### src/rtl/prbs_pkg.sv
// Shared constants and state encoding for the PRBS31 burst scheduler.
package prbs_pkg;

    localparam int unsigned          LFSR_W     = 31;
    localparam int unsigned          TAP_HI     = 30;
    localparam int unsigned          TAP_LO     = 27;
    localparam logic [LFSR_W-1:0]    RESET_SEED = 31'd1;

    typedef enum logic [1:0] {
        IDLE = 2'd0,
        RUN  = 2'd1,
        TAIL = 2'd2
    } state_t;

endpackage

### src/rtl/prbs31_core.sv
// PRBS31 (x^31 + x^28 + 1) shift register with seed load and single-step control.
module prbs31_core
    import prbs_pkg::*;
(
    input  logic              clk,
    input  logic              rst_n,
    input  logic              step,
    input  logic              load,
    input  logic [LFSR_W-1:0] load_val,
    output logic [LFSR_W-1:0] q,
    output logic              msb
);

    logic [LFSR_W-1:0] r_lfsr;

    // Seed load has priority; an all-zero seed would lock the LFSR, so substitute the reset seed.
    always_ff @(posedge clk or negedge rst_n) begin
        if (!rst_n) begin
            r_lfsr <= RESET_SEED;
        end else if (load) begin
            r_lfsr <= (load_val == '0) ? RESET_SEED : load_val;
        end else if (step) begin
            r_lfsr <= {r_lfsr[TAP_HI-1:0], r_lfsr[TAP_HI] ^ r_lfsr[TAP_LO]};
        end
    end

    assign q   = r_lfsr;
    assign msb = r_lfsr[TAP_HI];

endmodule

### src/rtl/prbs_burst_sched.sv
// Round-robin burst scheduler sharing one PRBS31 generator between NREQ requesters.
module prbs_burst_sched
    import prbs_pkg::*;
#(
    parameter int unsigned NREQ  = 4,
    parameter int unsigned LEN_W = 8
) (
    input  logic                    clk,
    input  logic                    rst_n,
    input  logic [NREQ-1:0]         req,
    input  logic [NREQ*LEN_W-1:0]   len,
    input  logic                    seed_load,
    input  logic [LFSR_W-1:0]       seed,
    output logic [NREQ-1:0]         grant,
    output logic                    bit_out,
    output logic                    bit_valid,
    output logic [$clog2(NREQ)-1:0] bit_id,
    output logic [NREQ-1:0]         done,
    output logic                    busy,
    output logic                    seed_err
);

    localparam int unsigned ID_W  = $clog2(NREQ);
    localparam int unsigned CNT_W = LEN_W + 1;

    state_t            r_state, w_nxt_state;
    logic [NREQ-1:0]   r_grant, w_nxt_grant;
    logic              r_bit_out, w_nxt_bit_out;
    logic              r_bit_valid, w_nxt_bit_valid;
    logic [ID_W-1:0]   r_bit_id, w_nxt_bit_id;
    logic [NREQ-1:0]   r_done, w_nxt_done;
    logic              r_busy, w_nxt_busy;
    logic              r_seed_err, w_nxt_seed_err;
    logic [CNT_W-1:0]  r_cnt, w_nxt_cnt;
    logic [ID_W-1:0]   r_rr, w_nxt_rr;
    logic [ID_W-1:0]   r_owner, w_nxt_owner;

    logic              w_step, w_load, w_msb, w_any;
    logic [ID_W-1:0]   w_win, w_idx;
    logic [LEN_W-1:0]  w_len;
    logic [LFSR_W-1:0] w_lfsr_q;
    logic              w_unused_q;
    int unsigned       w_sum;

    prbs31_core u_core (
        .clk      (clk),
        .rst_n    (rst_n),
        .step     (w_step),
        .load     (w_load),
        .load_val (seed),
        .q        (w_lfsr_q),
        .msb      (w_msb)
    );

    // Full register value is only observed for debug; the stream taps the MSB.
    assign w_unused_q = ^w_lfsr_q;

    // Round-robin pick: first set request at or above the pointer, wrapping.
    always_comb begin
        w_win = '0;
        w_any = 1'b0;
        w_idx = '0;
        w_sum = 0;
        for (int unsigned k = 0; k < NREQ; k++) begin
            w_sum = 32'(r_rr) + k;
            if (w_sum >= NREQ) w_sum = w_sum - NREQ;
            w_idx = ID_W'(w_sum);
            if (!w_any && req[w_idx]) begin
                w_any = 1'b1;
                w_win = w_idx;
            end
        end
    end

    assign w_len = len[32'(w_win)*LEN_W +: LEN_W];

    // Next-state and next-output logic.
    always_comb begin
        w_nxt_state     = r_state;
        w_nxt_grant     = r_grant;
        w_nxt_bit_out   = r_bit_out;
        w_nxt_bit_valid = r_bit_valid;
        w_nxt_bit_id    = r_bit_id;
        w_nxt_done      = r_done;
        w_nxt_busy      = r_busy;
        w_nxt_seed_err  = r_seed_err;
        w_nxt_cnt       = r_cnt;
        w_nxt_rr        = r_rr;
        w_nxt_owner     = r_owner;
        w_step          = 1'b0;
        w_load          = 1'b0;
        case (r_state)
            IDLE: begin
                if (seed_load) begin
                    w_load = 1'b1;
                end else if (w_any) begin
                    w_nxt_state = RUN;
                    w_nxt_grant = NREQ'(1) << w_win;
                    w_nxt_busy  = 1'b1;
                    w_nxt_owner = w_win;
                    w_nxt_cnt   = (w_len == '0) ? {1'b1, {LEN_W{1'b0}}} : CNT_W'(w_len);
                    w_nxt_rr    = (32'(w_win) + 1 >= NREQ) ? '0 : ID_W'(32'(w_win) + 1);
                end
            end
            RUN: begin
                w_step          = 1'b1;
                w_nxt_bit_out   = w_msb;
                w_nxt_bit_valid = 1'b1;
                w_nxt_bit_id    = r_owner;
                w_nxt_cnt       = r_cnt - CNT_W'(1);
                w_nxt_done      = '0;
                if (r_cnt == CNT_W'(1)) begin
                    w_nxt_done  = NREQ'(1) << r_owner;
                    w_nxt_state = TAIL;
                end
                if (seed_load) w_nxt_seed_err = 1'b1;
            end
            TAIL: begin
                w_nxt_bit_valid = 1'b0;
                w_nxt_done      = '0;
                w_nxt_grant     = '0;
                w_nxt_busy      = 1'b0;
                w_nxt_state     = IDLE;
                if (seed_load) w_nxt_seed_err = 1'b1;
            end
            default: begin
                w_nxt_state = IDLE;
            end
        endcase
    end

    // State and registered outputs.
    always_ff @(posedge clk or negedge rst_n) begin
        if (!rst_n) begin
            r_state     <= IDLE;
            r_grant     <= '0;
            r_bit_out   <= 1'b0;
            r_bit_valid <= 1'b0;
            r_bit_id    <= '0;
            r_done      <= '0;
            r_busy      <= 1'b0;
            r_seed_err  <= 1'b0;
            r_cnt       <= '0;
            r_rr        <= '0;
            r_owner     <= '0;
        end else begin
            r_state     <= w_nxt_state;
            r_grant     <= w_nxt_grant;
            r_bit_out   <= w_nxt_bit_out;
            r_bit_valid <= w_nxt_bit_valid;
            r_bit_id    <= w_nxt_bit_id;
            r_done      <= w_nxt_done;
            r_busy      <= w_nxt_busy;
            r_seed_err  <= w_nxt_seed_err;
            r_cnt       <= w_nxt_cnt;
            r_rr        <= w_nxt_rr;
            r_owner     <= w_nxt_owner;
        end
    end

    assign grant     = r_grant;
    assign bit_out   = r_bit_out;
    assign bit_valid = r_bit_valid;
    assign bit_id    = r_bit_id;
    assign done      = r_done;
    assign busy      = r_busy;
    assign seed_err  = r_seed_err;

endmodule

### config.mk
export PLATFORM = sky130hd
export DESIGN_NAME = prbs_burst_sched
export DESIGN_NICKNAME = d
export VERILOG_FILES = /design/src/rtl/prbs_pkg.sv /design/src/rtl/prbs31_core.sv /design/src/rtl/prbs_burst_sched.sv
export SDC_FILE = /design/constraint.sdc
export NUM_CORES = 1
export LEC_CHECK = 0
export CAP_MARGIN = 20
export CORE_AREA = 5 5 146 78
export CTS_BUF_LIST = sky130_fd_sc_hd__clkbuf_2
export DETAILED_ROUTE_END_ITERATION = 8
export DIE_AREA = 0 0 151 83
export PLACE_DENSITY_LB_ADDON = 0.12
export SYNTH_ARGS = -nofsm -noshare
export SYNTH_HDL_FRONTEND = slang
export SYNTH_SLANG_ARGS = --single-unit
### constraint.sdc
create_clock -name clk -period 4.5 [get_ports clk]
set_input_delay 0.9 -clock clk [delete_from_list [all_inputs] [get_ports clk]]
set_output_delay 0.9 -clock clk [all_outputs]
set_load 0.1 [all_outputs]
==> results of run 1 <==
-- path summary, 6_finish.rpt --
kind,startpoint,end,slack (ns),cells after the start
setup / recovery,grant[0],grant[0],1.51,1
hold reg to reg,seed_err,seed_err,0.51,1
min in group clk,seed_err,seed_err,0.51,1
setup reg to reg,r_state[1],r_cnt[8],2.03,7
hold / removal,rst_n,u_core.q[14],0.40,1
max in group asynchronous,rst_n,u_core.q[0],3.18,2
-- stage by stage --
step	hold slack [ns]	area, sq um	utilization, %	total power, W
floorplan	0.4792	3410	-	0.001955
finish	0.4009	4509	45.30	0.002754
detailed placement	0.4649	4360	43.80	0.002325
global route	0.4071	4509	45.30	0.002966
CTS	0.3942	4509	45.30	0.002771
global placement	0.4770	4360	43.80	0.002304
-- synthesized netlist by cell type (all sizes together), types with 2 or more instances --
library cell,number
a211oi,2
a21oi,17
and2,3
buf,6
clkbuf,15
dfrtp,59
ha,10
inv,14
mux2,7
mux2i,53
nand2,53
nand2b,2
nand3,4
nand4,3
nor2,14
nor2b,5
nor3,4
nor4,10
o21ai,52
o221a,3
o22ai,6
or2,2
-- registers in the layout, indices dropped and copies added (netlist names) --
name and flops:
r_state 2, bit_valid 1, bit_out 1, r_cnt 9, grant 4, busy 1
r_owner 2, u_core.q 31, r_rr 2, seed_err 1, done 4, bit_id 2
-- power groups by stage --
stage	Clock, W	Combinational, W	Sequential, W
finish	0.000442	0.00136	0.000952
global route	0.000471	0.00150	0.000991
CTS	0.000452	0.00137	0.000950
detailed placement	0	0.00136	0.000961
global placement	0	0.00135	0.000958
floorplan	0	0.000858	0.00110
-- cells by family after synthesis --
| kind of cell | count (synthesis) |
|---|---|
| AND/OR/NAND/NOR | 105 |
| AO/OA/AOI/OAI | 90 |
| multiplexers | 60 |
| flip-flops | 60 |
| buffers and inverters | 35 |
| adder cells (fa/ha/maj) | 10 |
| XOR/XNOR | 1 |
-- area by class of cell --
cell class                      instances  area, sq um
Timing Repair Buffer                   89        870.8
Tap cell                              140        175.2
Clock buffer                            9        45.04
Clock inverter                          6        103.9
Multi-Input combinational cell        266         1759
Inverter                               14        52.55
Sequential cell                        60         1503
Fill cell                             966         5445
-- metal layers --
| layer | global-route usage (%) | share of wire, % | wire length, um |
|---|---|---|---|
| met5 | 0 | 0 | 0 |
| met1 | 23.32 | 54 | 4921 |
| met3 | 5.114 | 6.7 | 609 |
| met2 | 18.93 | 38 | 3428 |
| met4 | 3.783 | 1.0 | 95 |
==> summary by stage, run 1 <==
Drt
The average wire per standard cell is about 16 um. The final layout contains routed wiring with a total length of between 9 and 10 mm. In this run the remaining antenna-violating nets after routing total 0. The vias per cell is about 4.9. Detailed routing inserted a total of roughly 2800 vias. The first routing iteration left around 150 violations.

The first detailed-routing pass took 4 iterations. The detailed-route DRC error count is 0.

Critical path
Data on the critical path arrives at its endpoint at 2.09 ns. The category of the worst setup path capture point is an output port. The maximum fanout along the worst path is 3. Walking the worst path, the cells encountered are clkdlybuf4s50_1.

STA puts the critical path data required time at between 3 and 4 ns. The startpoint type of the worst setup path is a register. The worst setup path is of the reg -> out kind.

The worst path buffer plus inverter count is 1. The category of cells accounting for the largest share of critical-path delay is buffers and inverters. On the worst path, the slowest cell contributes a delay of about 1.2 ns.

The slowest stage of the critical path belongs to the cell clkdlybuf4s50_1.

Global routing
The wire length of the first global-routing pass is 14.87 mm. Global routing used between 10 and 15% of the available tracks across all layers. Summed over all layers, the global routing overflow is 0.

The pin count of the biggest net entering global routing is 36. The via count of the first global-routing pass was 2898. The initial antenna violation count came to 0.

Pwr
For this design the static power due to leakage is 1.917 nW. The fraction of power consumed by sequential logic is around a third. In this run the power spent charging and discharging nets is between 0.001 and 0.0015 W. VDD sags by at most roughly 0.39 mV. Of the total power, the clock network draws approximately 16%. The combinational share of power is about half. Net switching is 43.14% of the power. Dividing total power by cell area gives a power density of ~610 nW/um^2. The internal power summed over all cells is about 0.0016 W.

Floorplanning
The initialized floorplan defines 26 standard-cell rows. The boundary pin count is 84. The area of the core is 9955 sq um. For this configuration, the core starts out at a cell density of ~34%.

The width of the chip is between 150 and 200 um. The floorplan step defined a die boundary enclosing about 13000 sq um. Measured along the y axis, the die boundary spans 83 um.

Clock network
The clock transition at the register clock pins on the worst setup and hold paths after CTS is 0.18 ns. The longest clock path from root to sink contains 2 buffers. The post-cts sizing count is 0. The post-CTS setup-driven buffer insertion count is 0.

The number of buffers added by the clock tree synthesis step is 9. The clock tree root buffer cell is clkbuf_2. The clock tree synthesis step divided the H-tree into 3 levels. In this run, post-CTS hold repair placed 0 buffers. The clock insertion delay at the later pin of the skew report is 0.51 ns. TritonCTS built the clock tree. The sink count of the clock tree is 60.

Hold path
The tightest min-delay check is of the in -> async type.

Finish
Relative to the synthesized area, the layout overhead comes to 32.26%. The ratio of cells with drive above 1 in the final layout is roughly 8.6%. After the last flow step, the layout net total stands at 520. The top cell types in the final layout, fill and taps aside, are 82 x clkdlybuf4s50_1, 59 x dfrtp_1, 53 x mux2i_1, 53 x nand2_1, 50 x o21ai_0. For this run, the number of standard cells in the final layout without fillers is 584. 0 antenna diodes ended up in the layout. The leading cell type in the layout, fill and taps excluded is clkdlybuf4s50_1.

Timing
At the pin with the least slew margin, the transition time is around 0.99 ns. The share of the cycle needed by the critical path after routing is around 67%. Setup repair after global routing left no endpoint under its margin. The setup TNS after final layout is 0 ns. The maximum frequency from static timing analysis is around 330 MHz. The number of hold-slack violations in the final timing report came to 0.

Setup violations remaining at the end of the flow were counted as 0. The worst-case clock skew is around 0.022 ns. Across all setup checks in the final design, the least slack found is 1.507 ns. The routed design could run at a clock period as short as ~3 ns. The number of max-slew violations in the final report is 0. In this run the tightest slew margin relative to its limit is between 30% and 40%.

Synth
The area share of the largest cell type after synthesis is ~43%. The share of async-settable or async-resettable flops after synthesis is 100.0%. The share of the Yosys chip area taken by registers is between 40% and 50%. After synthesis, the cell types taking the most area are dfrtp_1 43%, mux2i_1 16%, o21ai_0 7.3%. Counting flops with a built-in enable in the synthesized netlist gives 0. The area share of xor/xnor cells in the synthesized design is less than 1%. The flip-flop cell with the highest count after synthesis is dfrtp_1. Of the post-synthesis cell area, the part taken by muxes is roughly 18%.

The cell count after synthesis is roughly 360. dfrtp_1 takes more of the synthesized area than any other cell. The synthesized netlist devotes 14.17% of its cell area to simple gates. The share of the synthesized area in compound gates (AO/OA/AOI/OAI) is 15.56%. After synthesis, the largest family of logic cells by area is multiplexers. The post-synthesis register bit count is 60. The average cell area after synthesis is around 9.4 sq um.

The netlist uses 42 different library cells. Yosys printed 0 warnings. The synthesized netlist occupies a cell area of between 3000 and 4000 sq um. The synthesized net count is 441. After Yosys synthesis, full adders, half adders and majority gates account for 3.670% of the synthesized area.

Placed design
The minimum setup slack after placement is between 1 and 1.5 ns. The sum of net half-perimeters after detailed placement is just under 7 mm. The routability congestion estimate from global placement is 0.8509.

The number of placed instances, taps included, is around 570. Buffers placed on the I/O ports in this run total 83.

Run
Across the run, the number of max-cap violations was 0.

Status
The run finished with clean final reports.
(Power assumes the default switching activity.)
==> inputs of run 2 (changes only) <==
==> constraint.sdc (replaced) <==
create_clock -name clk -period 3 [get_ports clk]
set_input_delay 0.6 -clock clk [delete_from_list [all_inputs] [get_ports clk]]
set_output_delay 0.6 -clock clk [all_outputs]
set_load 0.1 [all_outputs]
==> run 2 against run 1 <==
Cell area fell by 0.69%. Flip-flop and latch count did not move. Power rose by 44%.
==> summary by stage, run 2 (synthesis gave the netlist of run 1 again) <==
Timing
Of the available clock period, the critical path in the final layout requires about three quarters. The worst slew margin relative to its limit is 54.34% (+21 points). The number of max-slew violations in the final report is 0 (unchanged). The worst-case clock skew is 0.02344 ns (+0.001640 ns). The final setup violation count was 0 (unchanged).

The setup TNS after final layout is 0 ns (unchanged). Timing would allow up to approximately 440 MHz. The number of hold-slack violations in the final timing report is 0 (unchanged). The post-route minimum period is about 2.3 ns. The slew at the pin closest to its max-slew limit was 0.6850 ns (-0.3065 ns). The worst hold margin was 0.1221 ns (-0.2787 ns).

Setup repair after global routing left no endpoint under its margin.

Drt
The detailed-route DRC error count came to 0 (unchanged). The iteration count of the initial detailed-routing pass is 4 (unchanged). The via count came to 2899 (+2.2%). The average wire per standard cell is 15.39 um (-0.74%). The total detailed-routing wirelength is 9.081 mm (+0.28%). The vias per cell is 4.914 (+1.2%). The number of design-rule violations left by the first detailed-router iteration is 209 (+42%). The number of routed nets with antenna violations came to 0 (unchanged).

Pwr
The areal power density over the cells is 887.4 nW/um^2 (+45%). The combinational share of power is 51.6% (+2.2 points). The fraction of power consumed by sequential logic is 36.3% (+1.7 points). The reported net switching power is 0.001781 W (+50%). The internal power summed over all cells is 0.002192 W (+40%). The maximum vdd drop is 0.4961 mV (+28%). The leakage component of the power is 1.935 nW (+0.96%). The switching portion of total power is 44.83% (+1.7 points).

The clock network power share is 12.1% (-3.9 points).

Critical path
The critical path depth is 8 (+7). The maximum fanout along the worst path is 14 (+11). The category of the worst setup path capture point is a register. The arrival time reported for the critical path endpoint is 2.71 ns (+0.62 ns). The critical path is of the in -> reg type. The highest cell delay on the worst timing path was 0.51 ns (-0.64 ns). The data required time at the worst endpoint is 3.42 ns (-0.18 ns). On the critical path, the stage with the largest delay is an instance of or4_1. The category of cells accounting for the largest share of critical-path delay is compound AO/OA/AOI/OAI gates. The number of cells on the worst reg-to-reg path is 7 (unchanged). Walking the worst path, the cells encountered are clkdlybuf4s50_1 -> a21oi_1 -> o21ai_1 -> o2bb2a_4 -> mux2i_1 -> mux2i_1 -> or4_1 -> o21ai_1. The worst path buffer plus inverter count is 1 (unchanged).

The worst setup path is launched from an input pin.

Clock network
The number of buffers added by the clock tree synthesis step was 9 (unchanged). The maximum level of the CTS H-tree is 3 (unchanged). The maximum number of buffers from clock root to sink was 2 (unchanged).

The post-CTS setup-driven buffer insertion count is 0 (unchanged). The number of hold buffers added after CTS is 0 (unchanged). The clock tree root buffer cell is clkbuf_2. The clock transition at the register clock pins on the worst setup and hold paths after CTS is 0.18 ns (about the same). The clock tree from TritonCTS is done. The clock insertion delay at the later pin of the skew report is 0.48 ns (-0.03 ns). The post-cts sizing count was 0 (unchanged). The sink count of the clock tree was 60 (unchanged).

Floorplanning
The boundary pin count is 84 (unchanged). The height of the die is 83 um (unchanged). The number of cell rows was 26 (unchanged). The area of the core came to 9955 sq um (unchanged). The width of the chip is 151 um (unchanged). The die outline area is 12530 sq um (unchanged).

The initial core utilization is 34.25% (unchanged).

Global routing
The global routing usage on met1 is 23.87% (+0.55 points). The leftover overflow at the end of global routing was 0 (unchanged). The initial antenna violation count came to 0 (unchanged). The pin count of the biggest net entering global routing was 43 (+19%).

The via count of the first global-routing pass is 3002 (+3.6%). The peak-usage layer in the global routing report is met1. The total routing resource utilization after global routing is 15.46% (+0.59 points). The routing usage on met3 came to 4.461% (-0.65 points). The wire length of the first global-routing pass is 15.50 mm (+4.3%).

The met2 track utilization from global routing came to 20.83% (+1.9 points).

Finish
The leading cell type in the layout, fill and taps excluded is clkdlybuf4s50_1. The final cell count without fillers is 590 (+1.0%). The net total in the final layout is 525 (+0.96%).

The flip-flop count of the largest register after layout is 31 (unchanged). The number of antenna cells inserted is 0 (unchanged). The ratio of cells with drive above 1 in the final layout is 12.22% (+3.7 points). The footprint of the multi-input gates is 1759 sq um (unchanged).

The post-synthesis to final-layout area growth is 31.34%. In the layout the commonest cells are 68 x clkdlybuf4s50_1, 59 x dfrtp_1, 53 x mux2i_1, 53 x nand2_1, 50 x o21ai_0. The fill cell instance count of the final layout is 990 (+2.5%). The combined flip-flop and latch cell area came to 1503 sq um (unchanged).

Placed design
The count of input and output buffers is 83 (unchanged). The routability congestion estimate from global placement was 0.8074 (-5.1%). The cell total after placement is 574 (+0.88%). The sum of net half-perimeters after detailed placement is 7.060 mm (+5.0%).

Run
The reported max-cap violation count was 0 (unchanged).

Status
The flow ran to the end, and the final reports show no timing, DRC or antenna violations.

Hold path
The worst hold path belongs to the class in -> async.
==> run 2: cell type report <==
class,instances,area share [%]
Tap cell,140,3.912
Timing Repair Buffer,94,19.78
Multi-Input combinational cell,266,39.28
Inverter,14,1.174
Clock buffer,9,1.006
Clock inverter,7,1.285
Sequential cell,60,33.56
==> run 2: path summary, 6_finish.rpt <==
path	startpoint	end	slack (ns)
min in group clk	seed_err	seed_err	0.50
worst min-delay path	rst_n	u_core.q[18]	0.12
max in group asynchronous	rst_n	u_core.q[9]	2.14
worst max-delay path	req[0]	r_cnt[8]	0.71
worst min register to register	seed_err	seed_err	0.50
worst max register to register	r_rr[1]	r_cnt[8]	0.83
==> run 2: power by group through the flow <==
stage	Combinational (W)	Sequential (W)	Clock (W)
2_1_floorplan	0.00129	0.00165	0
3_3_place_gp	0.00203	0.00144	0
3_5_place_dp	0.00206	0.00145	0
4_1_cts	0.00207	0.00143	0.000503
5_1_grt	0.00229	0.00150	0.000545
6_report	0.00205	0.00144	0.000480
==> run 2: worst register-to-register path, stage by stage, from the launching register on <==
cell,delay (ns)
dfrtp_1,0.50
a21oi_1,0.18
o21ai_1,0.08
o2bb2a_4,0.36
mux2i_1,0.24
mux2i_1,0.11
or4_1,0.51
o21ai_1,0.14
==> run 2: stage by stage <==
stage	util, %	power [W]	worst slack, ns	cell area [sq um]
after floorplan	-	0.002933	0.9263	3410
after global placement	43.95	0.003469	0.2944	4375
after detailed placement	43.95	0.003515	0.2202	4375
after CTS	44.98	0.004008	0.7872	4478
after global routing	44.98	0.004328	0.6567	4478
final	44.98	0.003974	0.7106	4478
==> run 2: routing by layer <==
layer	share of wire, %	wire length (um)
met1	55	5015
met3	4.9	445
met5	0	0
met2	39	3582
met4	0.42	38
==> inputs of run 3 (changes only) <==
==> constraint.sdc (replaced) <==
create_clock -name clk -period 2.1 [get_ports clk]
set_input_delay 0.42 -clock clk [delete_from_list [all_inputs] [get_ports clk]]
set_output_delay 0.42 -clock clk [all_outputs]
set_load 0.1 [all_outputs]
==> run 3 against run 2 <==
Critical path depth did not move. Critical endpoint unchanged. Cell area rose by 5.9%. Count of clock-buffer cells in the layout did not move. Clock skew barely moved. Hold slack improved by 0.24 ns. Via count rose by 1.9%. Global-route usage fell by 0.49 points. Wire length rose by 2.8%. Non-clock buffer count rose by 28. Combinational power rose by 63%. Sequential share of layout area fell by 1.9 points. First-iteration DRC count fell by 24%.
==> summary by stage, run 3 (synthesis gave the netlist of run 1 again) <==
Global routing
The pin count of the biggest net entering global routing was 63 (+47%). The wire length of the first global-routing pass was 15.13 mm (-2.4%). The total routing resource utilization after global routing is 14.96% (-0.49 points). The initial antenna violation count is 0 (unchanged). The leftover overflow at the end of global routing is 0 (unchanged).

The via count of the first global-routing pass was 3036 (+1.1%).

Finish
The net total in the final layout came to 554 (+5.5%). The final standard cell area without fillers is 4743 sq um (+5.9%). In the layout the commonest cells are 68 x clkdlybuf4s50_1, 58 x dfrtp_1, 53 x mux2i_1, 53 x nand2_1, 50 x o21ai_0. The post-synthesis to final-layout area growth is 39.12%.

The final cell count without fillers is 619 (+4.9%). The fill cell instance count of the final layout is 977 (-1.3%). Leaving out fill and tap cells, the most frequent cell in the layout is clkdlybuf4s50_1. The utilization after layout is 47.65% (+2.7 points). The number of antenna cells inserted is 0 (unchanged). The ratio of cells with drive above 1 in the final layout was 18.37% (+6.1 points). The flip-flop count of the largest register after layout was 31 (unchanged).

Floorplanning
The area of the core came to 9955 sq um (unchanged). The number of cell rows is 26 (unchanged). The width of the chip came to 151 um (unchanged). The die outline area was 12530 sq um (unchanged). The boundary pin count is 84 (unchanged). The height of the die is 83 um (unchanged). The initial core utilization is 34.25% (unchanged).

Drt
The via count was 2953 (+1.9%). The iteration count of the initial detailed-routing pass is 4 (unchanged). The detailed-route DRC error count came to 0 (unchanged). The number of design-rule violations left by the first detailed-router iteration is 159 (-24%).

The vias per cell is 4.771 (-2.9%). The total detailed-routing wirelength is 9.336 mm (+2.8%). The average wire per standard cell was 15.08 um (-2.0%). The number of routed nets with antenna violations is 0 (unchanged).

Timing
The setup slack after layout is 0.02212 ns (-0.6885 ns). The worst slew margin relative to its limit was 72.73% (+18 points). The slew at the pin closest to its max-slew limit was 0.4054 ns (-0.2796 ns). The number of max-slew violations in the final report came to 0 (unchanged).

The final setup violation count is 0 (unchanged). The maximum frequency from static timing analysis is between 400 and 500 MHz. Setup repair after global routing could not meet its margin everywhere.

The worst-case clock skew is 0.02369 ns (+0.0002481 ns). The number of hold-slack violations in the final timing report is 0 (unchanged). After layout, the worst path uses a little over nine tenths of the clock period. The smallest clock period supported by the final layout is computed as between 2 and 2.5 ns.

Placed design
The routability congestion estimate from global placement is 0.8376 (+3.7%). The sum of net half-perimeters after detailed placement is 7.082 mm (+0.32%). The cell total after placement is 597 (+4.0%). The minimum setup slack after placement is -0.4110 ns (-0.6311 ns). The count of input and output buffers is 83 (unchanged). The total placed instance area is 4573 sq um (+4.5%).

Critical path
The arrival time reported for the critical path endpoint is 2.51 ns (-0.20 ns). The data required time at the worst endpoint is 2.54 ns (-0.88 ns). Walking the worst path, the cells encountered are clkdlybuf4s50_1 -> a21oi_2 -> o21ai_4 -> o2bb2a_4 -> mux2i_1 -> mux2i_1 -> or4_1 -> o21ai_1. The maximum fanout along the worst path is 5 (-9).

The startpoint type of the worst setup path is an input pin. The worst setup path is captured at a register. The slowest library cell on the worst path is clkdlybuf4s50_1.

The most numerous cell type found on the critical path is mux2i_1. The critical path in this run is classified as in -> reg. The highest cell delay on the worst timing path came to 0.53 ns (+0.02 ns).

Pwr
The areal power density over the cells is 1249 nW/um^2 (+41%). The leakage component of the power is 2.081 nW (+7.5%). The maximum vdd drop came to 0.6695 mV (+35%).

Clock network
The sink count of the clock tree came to 60 (unchanged). The clock insertion delay at the later pin of the skew report is 0.49 ns (about the same). The number of buffers added by the clock tree synthesis step is 9 (unchanged). The maximum level of the CTS H-tree is 3 (unchanged). The maximum number of buffers from clock root to sink is 2 (unchanged). The tree is rooted in a clkbuf_2. The clock transition at the register clock pins on the worst setup and hold paths after CTS was 0.18 ns (about the same).

TritonCTS built the clock tree.

Status
The flow ran to the end, and the final reports show no timing, DRC or antenna violations.

Run
The reported max-cap violation count was 0 (unchanged).

Hold path
The worst min-delay path category is in -> async.
run 3: path summary, 6_finish.rpt:
kind                            cells past startpoint           to      from  slack [ns]
worst max-delay path                                8     r_cnt[8]    req[0]        0.02
worst min-delay path                                2     r_cnt[7]     rst_n        0.36
worst max register to register                      7     r_cnt[8]   r_rr[1]        0.07
worst min register to register                      1     seed_err  seed_err        0.49
max in group asynchronous                           3  u_core.q[0]     rst_n        1.12
min in group clk                                    1     seed_err  seed_err        0.49
run 3: metrics by stage:
stage          power (W)  setup TNS (ns)  hold WS, ns
6_report        0.005924               0       0.3640
4_1_cts         0.005873               0       0.3262
3_5_place_dp    0.005282          -4.509       0.3791
2_1_floorplan   0.004190               0       0.1244
3_3_place_gp    0.005221          -3.374       0.3829
5_1_grt         0.006424        -0.07141       0.3583
run 3: layout make-up:
cell class                 instances  area (sq um)  share of cell area [%]
clock inverter                     7         33.78                  0.7122
sequential                        60          1504                   31.71
tap                              140         175.2                   3.693
clock buffer                       9         45.04                  0.9496
timing repair buffer             122          1127                   23.77
multi-input combinational        267          1805                   38.06
inverter                          14         52.55                   1.108
run 3: per-layer routing:
metal	share of wire (%)	track usage, %
met1	55	23.95
met2	39	19.38
met3	5.5	4.244
met4	0.49	3.372
met5	0	0
run 3: report_power, final:
group | leakage [nW] | switching [W] | internal, W
sequential | 0.732 | 0.000356 | 0.00166
combinational | 1.29 | 0.00185 | 0.00150
clock | 0.0540 | 0.000424 | 0.000138
total | 2.08 | 0.00263 | 0.00330
run 3: repair_timing:
action / in CTS / in global routing
gates resized for setup: 0 / 8
hold buffers: 1 / 0
buffers inserted: 0 / 4
setup endpoints to repair: 0 / 9
hold endpoints to repair: 16 / 0
run 3: worst max-delay path, delay by kind of cell:
kind            cells  cell delay, ns
simple gates        1            0.52
compound gates      4            0.72
buf+inv             1            0.53
mux                 2            0.31
